### config.mk
export PLATFORM = sky130hd
export DESIGN_NAME = branch_target_predictor
export DESIGN_NICKNAME = d
export VERILOG_FILES = /design/src/rtl/branch_target_predictor.sv
export SDC_FILE = /design/constraint.sdc
export NUM_CORES = 2
export LEC_CHECK = 0
export ABC_AREA = 1
export BUFFER_PORTS_ARGS = -buffer_cell sky130_fd_sc_hd__buf_4
export CORE_AREA = 5 5 393 357
export CTS_CLUSTER_DIAMETER = 50
export DETAILED_ROUTE_END_ITERATION = 7
export DIE_AREA = 0 0 398 362
export MAX_ROUTING_LAYER = met4
export PLACE_DENSITY = 0.64
export SETUP_SLACK_MARGIN = 0.2
export SYNTH_ARGS = -nofsm -noshare
export SYNTH_HDL_FRONTEND = slang
export SYNTH_SLANG_ARGS = --single-unit
export TNS_END_PERCENT = 100
### constraint.sdc
create_clock -name CLK -period 5 [get_ports CLK]
set_input_delay 1.5 -clock CLK [delete_from_list [all_inputs] [get_ports CLK]]
set_output_delay 1.5 -clock CLK [all_outputs]
set_load 0.03 [all_outputs]
### src/rtl/branch_target_predictor.sv
// Purpose : direct-mapped branch target buffer with 2-bit saturating direction
//           counters; predicts the next fetch PC and is trained by resolved
//           control-flow instructions from the memory stage.
// Latency : lookup is combinational (0 cycles); an update is visible to lookup
//           on the cycle after the clock edge that samples it (no bypass).
// Backpressure: none; one lookup and one update are accepted every cycle.
//
// Ports:
//   CLK, nRST           clock (rising edge), asynchronous active-low reset
//   fet_pc              fetch-stage PC to look up
//   pred_taken          lookup hit and counter MSB set
//   pred_npc            predicted next PC (stored target or fet_pc + 4)
//   upd_valid           resolved branch/jump present in MEM this cycle
//   upd_pc              PC of that instruction
//   upd_taken           actual outcome (1 = taken branch or jump)
//   upd_target          actual target address
//   upd_mispredict      fetch prediction was wrong (statistics only)
//   flush               invalidate every entry
//   stat_hits           number of clock edges at which the lookup hit
//   stat_mispredicts    number of clock edges with upd_valid & upd_mispredict
//
// Optional feature: define BTB_STATS_EN to implement the two 32-bit statistics
// counters. Without it both stat ports read 0 and upd_mispredict is ignored.

module branch_target_predictor #(
    parameter int ENTRIES = 16,
    parameter int IDX_W   = $clog2(ENTRIES)
) (
    input  logic        CLK,
    input  logic        nRST,
    input  logic [31:0] fet_pc,
    output logic        pred_taken,
    output logic [31:0] pred_npc,
    input  logic        upd_valid,
    input  logic [31:0] upd_pc,
    input  logic        upd_taken,
    input  logic [31:0] upd_target,
    input  logic        upd_mispredict,
    input  logic        flush,
    output logic [31:0] stat_hits,
    output logic [31:0] stat_mispredicts
);

    localparam int TAG_W = 32 - IDX_W - 2;

    typedef logic [IDX_W-1:0] idx_t;
    typedef logic [TAG_W-1:0] tag_t;

    // Entry storage, one slot per index.
    logic        valid_q  [ENTRIES];
    tag_t        tag_q    [ENTRIES];
    logic [31:0] target_q [ENTRIES];
    logic [1:0]  ctr_q    [ENTRIES];

    // ------------------------------------------------------------------
    // Lookup
    // ------------------------------------------------------------------
    idx_t fet_idx;
    tag_t fet_tag;
    logic fet_hit;

    assign fet_idx = fet_pc[IDX_W+1:2];
    assign fet_tag = fet_pc[31:IDX_W+2];

    // valid gates the tag compare, so stale tags left behind by a flush or
    // reset can never produce a hit.
    assign fet_hit    = valid_q[fet_idx] && (tag_q[fet_idx] == fet_tag);
    assign pred_taken = fet_hit && ctr_q[fet_idx][1];
    assign pred_npc   = pred_taken ? target_q[fet_idx] : (fet_pc + 32'd4);

    // ------------------------------------------------------------------
    // Update decode
    // ------------------------------------------------------------------
    idx_t        upd_idx;
    tag_t        upd_tag;
    logic        upd_hit;
    logic        wr_en;
    logic [1:0]  ctr_d;
    logic [31:0] target_d;

    assign upd_idx = upd_pc[IDX_W+1:2];
    assign upd_tag = upd_pc[31:IDX_W+2];
    assign upd_hit = valid_q[upd_idx] && (tag_q[upd_idx] == upd_tag);

    always_comb begin
        wr_en    = 1'b0;
        ctr_d    = ctr_q[upd_idx];
        target_d = target_q[upd_idx];
        if (upd_valid) begin
            if (upd_hit) begin
                wr_en = 1'b1;
                if (upd_taken) begin
                    ctr_d    = (ctr_q[upd_idx] == 2'b11) ? 2'b11 : (ctr_q[upd_idx] + 2'd1);
                    target_d = upd_target;
                end else begin
                    ctr_d    = (ctr_q[upd_idx] == 2'b00) ? 2'b00 : (ctr_q[upd_idx] - 2'd1);
                end
            end else if (upd_taken) begin
                // Allocation: overwrites whatever entry currently owns the
                // index and starts weakly taken.
                wr_en    = 1'b1;
                ctr_d    = 2'b10;
                target_d = upd_target;
            end
            // Miss and not taken: nothing worth remembering.
        end
    end

    // ------------------------------------------------------------------
    // Entry state
    // ------------------------------------------------------------------
    always_ff @(posedge CLK or negedge nRST) begin
        if (!nRST) begin
            for (int i = 0; i < ENTRIES; i++) begin
                valid_q[i]  <= 1'b0;
                tag_q[i]    <= '0;
                target_q[i] <= '0;
                ctr_q[i]    <= 2'b01;
            end
        end else if (flush) begin
            // Only valid is cleared; counters and targets are retained.
            // A simultaneous update is dropped.
            for (int i = 0; i < ENTRIES; i++) begin
                valid_q[i] <= 1'b0;
            end
        end else if (wr_en) begin
            valid_q[upd_idx]  <= 1'b1;
            tag_q[upd_idx]    <= upd_tag;
            target_q[upd_idx] <= target_d;
            ctr_q[upd_idx]    <= ctr_d;
        end
    end

    // ------------------------------------------------------------------
    // Statistics
    // ------------------------------------------------------------------
`ifdef BTB_STATS_EN
    logic [31:0] stat_hits_q, stat_hits_d;
    logic [31:0] stat_mis_q,  stat_mis_d;

    // Counting is independent of stall and flush; both counters wrap.
    always_comb begin
        stat_hits_d = stat_hits_q + {31'd0, fet_hit};
        stat_mis_d  = stat_mis_q  + {31'd0, (upd_valid & upd_mispredict)};
    end

    always_ff @(posedge CLK or negedge nRST) begin
        if (!nRST) begin
            stat_hits_q <= '0;
            stat_mis_q  <= '0;
        end else begin
            stat_hits_q <= stat_hits_d;
            stat_mis_q  <= stat_mis_d;
        end
    end

    assign stat_hits        = stat_hits_q;
    assign stat_mispredicts = stat_mis_q;

    logic unused_bits;
    assign unused_bits = ^{fet_pc[1:0], upd_pc[1:0]};
`else
    assign stat_hits        = '0;
    assign stat_mispredicts = '0;

    logic unused_bits;
    assign unused_bits = ^{fet_pc[1:0], upd_pc[1:0], upd_mispredict};
`endif

endmodule

==> results.json <==
{
  "cts.path.max_buffers": 3,
  "min_period_over_period_pct": 113,
  "worstSkewPairLatency_ns": 0.77,
  "grt_max_degree": 176,
  "synth-edff-count": 0,
  "postSynthAreaPerCell_um2": 7.32,
  "met1_length_mm": 88.8,
  "syn_inst": 7358,
  "grt_antenna_before_repair": 6,
  "fin_nets": 7561,
  "hpwlAfterDp_mm": 128,
  "io_buffers": 131,
  "die_h_um": 362,
  "async_reset_ff_share_pct": 100,
  "ios": 199,
  "drt_iter0_drc": 7248,
  "setup.worst_path.start_class": "primary input",
  "slowest_delay_ns": 0.40,
  "gr-total-overflow": 0,
  "cp_slowest_cell": "a21oi_1",
  "gr-usage-all-layers_pct": 29.7,
  "finalSetupViolCount": 33,
  "cts_made_buffers": 130,
  "ys.warnings.count": 0,
  "vias_per_cell": 5.83,
  "violations": "setup timing",
  "crit_required_ns": 3.50,
  "critPathTopFamily": "compound AO/OA/AOI/OAI gates",
  "cp_cell_sequence": "buf_16 > buf_16 > buf_4 > buf_12 > buf_16 > o21ai_0 > o221ai_1 > a32o_1 > a21oi_1 > o21ai_4 > buf_6",
  "utilization_pct": 48.1,
  "cap_violations": 0,
  "finalHoldViolCount": 0,
  "syn_area_um2": 53900,
  "dieArea_um2": 144000,
  "tightest_slew_ns": 1.13,
  "path_buf_inv": 6,
  "synth_top_area_share_pct": 44.6,
  "fin_crit_ns": 5.66,
  "critPathKind": "primary input to output pin",
  "first_pass_iters": 6,
  "end_kind": "output pin",
  "cts_tree": "done",
  "layout-drive-gt1-share_pct": 13.5,
  "met2WireLength_mm": 90.8,
  "worst_path_most_repeated_cell": "buf_16",
  "htree_levels": 4,
  "rsz0062_at_grt": "true",
  "synth_ff_type": "dfrtp_1",
  "fin_skew_ns": 0.0338,
  "gp_congestion": 0.937,
  "cts.clk_slew.worst_paths_ns": 0.04,
  "yosys.area.top_type": "dfrtp_1",
  "cts-hold-fix-buffers": 0,
  "cp.arrival_ns": 4.16,
  "die-width_um": 398,
  "hold_path_class": "register to register",
  "core_um2": 136000,
  "start_util_pct": 39.6,
  "maxSlewHeadroom_pct": 24.4,
  "drc_errors": 0,
  "dr_total_vias": 54800,
  "ant_nets": 0,
  "core.rowCount": 129,
  "clock.fmax_mhz": 177,
  "synth.distinct_cells": 45,
  "ys_seq_elements": 976,
  "synth_seq_area_share_pct": 45.4,
  "synth.area.top_cells": "dfrtp_1, nand2_1, o21ai_0",
  "p_per_area_nw_per_um2": 352,
  "root_buffer": "clkbuf_16",
  "wl_per_cell_um": 22.7,
  "finalMaxSlewViolations": 0,
  "cp_max_fo": 175,
  "ir_drop_uv": 361,
  "grt_pass1_vias": 51600,
  "wl_mm": 213,
  "status": "finished, violations left",
  "area_growth_pct": 21.6,
  "top_layer": "met4",
  "worst_slack_ns": -0.660,
  "wl_met3_mm": 24.0,
  "grt_pass1_wl_mm": 321,
  "p_leak_uw": 0.0297,
  "numClockSinks": 976,
  "p_total_uw": 23000
}
[kinds of logic (layout without fill, tap and decap cells)]
| kind of cell | after synthesis | count (layout) | share of synthesized area, % |
|---|---|---|---|
| AND/OR/NAND/NOR | 2984 | 2984 | 21.5 |
| AO/OA/AOI/OAI | 2389 | 2389 | 24.7 |
| flip-flops | 976 | 976 | 45.4 |
| buffers and inverters | 975 | 1116 | 7.84 |
| XOR/XNOR | 32 | 32 | 0.520 |
| adder cells (fa/ha/maj) | 1 | 1 | 0.0232 |
| other | 1 | 69 | 0.00696 |
[synth_stat cells, types with 5 or more instances]
cell type	n
o22ai_1	111
o221ai_1	47
nand4_1	16
a21oi_1	250
a32o_1	5
o32ai_1	6
a2111o_1	19
nand3_1	146
inv_1	273
nand3_2	9
nor2_1	499
o211ai_1	58
nand2_1	2276
clkinv_1	5
a22oi_1	266
or3_1	9
dfstp_2	16
buf_4	70
buf_2	221
dfrtp_1	960
clkbuf_1	345
xor2_1	30
inv_2	5
a221oi_1	6
o21ai_1	558
o21ai_0	1052
buf_1	52
nor3_1	13
[per-stage QoR]
stage | cell area (um2) | setup WS (ns) | hold slack [ns] | cells | setup TNS [ns]
floorplan | 54700 | 0.0516 | 0.448 | 7421 | 0
global placement | 59600 | -0.672 | 0.458 | 9116 | -20.02
detailed placement | 59600 | -0.717 | 0.459 | 9116 | -20.90
CTS | 65200 | -0.508 | 0.467 | 9391 | -15.45
global route | 65500 | -0.764 | 0.479 | 9400 | -23.45
finish | 65500 | -0.660 | 0.468 | 9401 | -19.79
[tightest hold or removal path, stage by stage, from the launching register on]
cell and delay, ns:
dfstp_2 0.36, nand2_1 0.05, nand2_1 0.05
[final timing paths]
kind / startpoint / end / slack (ns) / cells after the start
worst max-delay path: fet_pc[2] / pred_npc[8] / -0.66 / 11
worst min-delay path: ctr_q[22] / ctr_q[22] / 0.47 / 2
worst max register to register: tag_q[3] / tag_q[248] / 1.81 / 19
worst min register to register: ctr_q[22] / ctr_q[22] / 0.47 / 2
max in group asynchronous: nRST / valid_q[5] / 3.14 / 2
min in group asynchronous: nRST / tag_q[153] / 0.82 / 1
[state kept, by name (all words and copies together) (netlist names)]
| register | flops |
|---|---|
| ctr_q | 32 |
| tag_q | 416 |
| target_q | 512 |
| valid_q | 16 |
[metal layers]
layer / global-route usage (%) / vias up
met5: - / -
met4: 12.8 / 0
met3: 6.17 / 589
met2: 42.9 / 3289
met1: 40.6 / 26100
li1: - / 24800
[area by class of cell]
cell class | instances | area [um2]
antenna | 5 | 12.5
sequential | 976 | 24400
clock buffer | 173 | 3690
fill | 13100 | 70600
timing repair inverter | 3 | 62.6
inverter | 283 | 1120
timing repair buffer | 594 | 6700
tap | 1834 | 2290
multi-input combinational | 5470 | 26400
clock inverter | 63 | 788
[timing repair]
action	CTS	global route
setup endpoints to repair	33	33
cloned	13	1
buffers inserted	26	4
pin swaps	14	22
gates resized for setup	145	53
[power breakdown]
| part | switching [uW] | internal (uW) |
|---|---|---|
| Combinational | 2510 | 1460 |
| Sequential | 624 | 8730 |
| Clock | 3790 | 5900 |
[placed cells by master (no fill, tap or decap), types with 29 or more instances in the layout]
cell type,count
o22ai_1,111
buf_12,132
conb_1,64
o221ai_1,47
nor2_1,467
a22oi_1,266
clkbuf_16,134
nand2_2,41
a21oi_1,248
o21ai_1,576
nand3_1,125
o21ai_0,1017
xor2_1,29
inv_1,256
dfrtp_1,960
buf_4,390
o211ai_1,58
buf_6,50
nand2_1,2212
(Power assumes the default switching activity.)
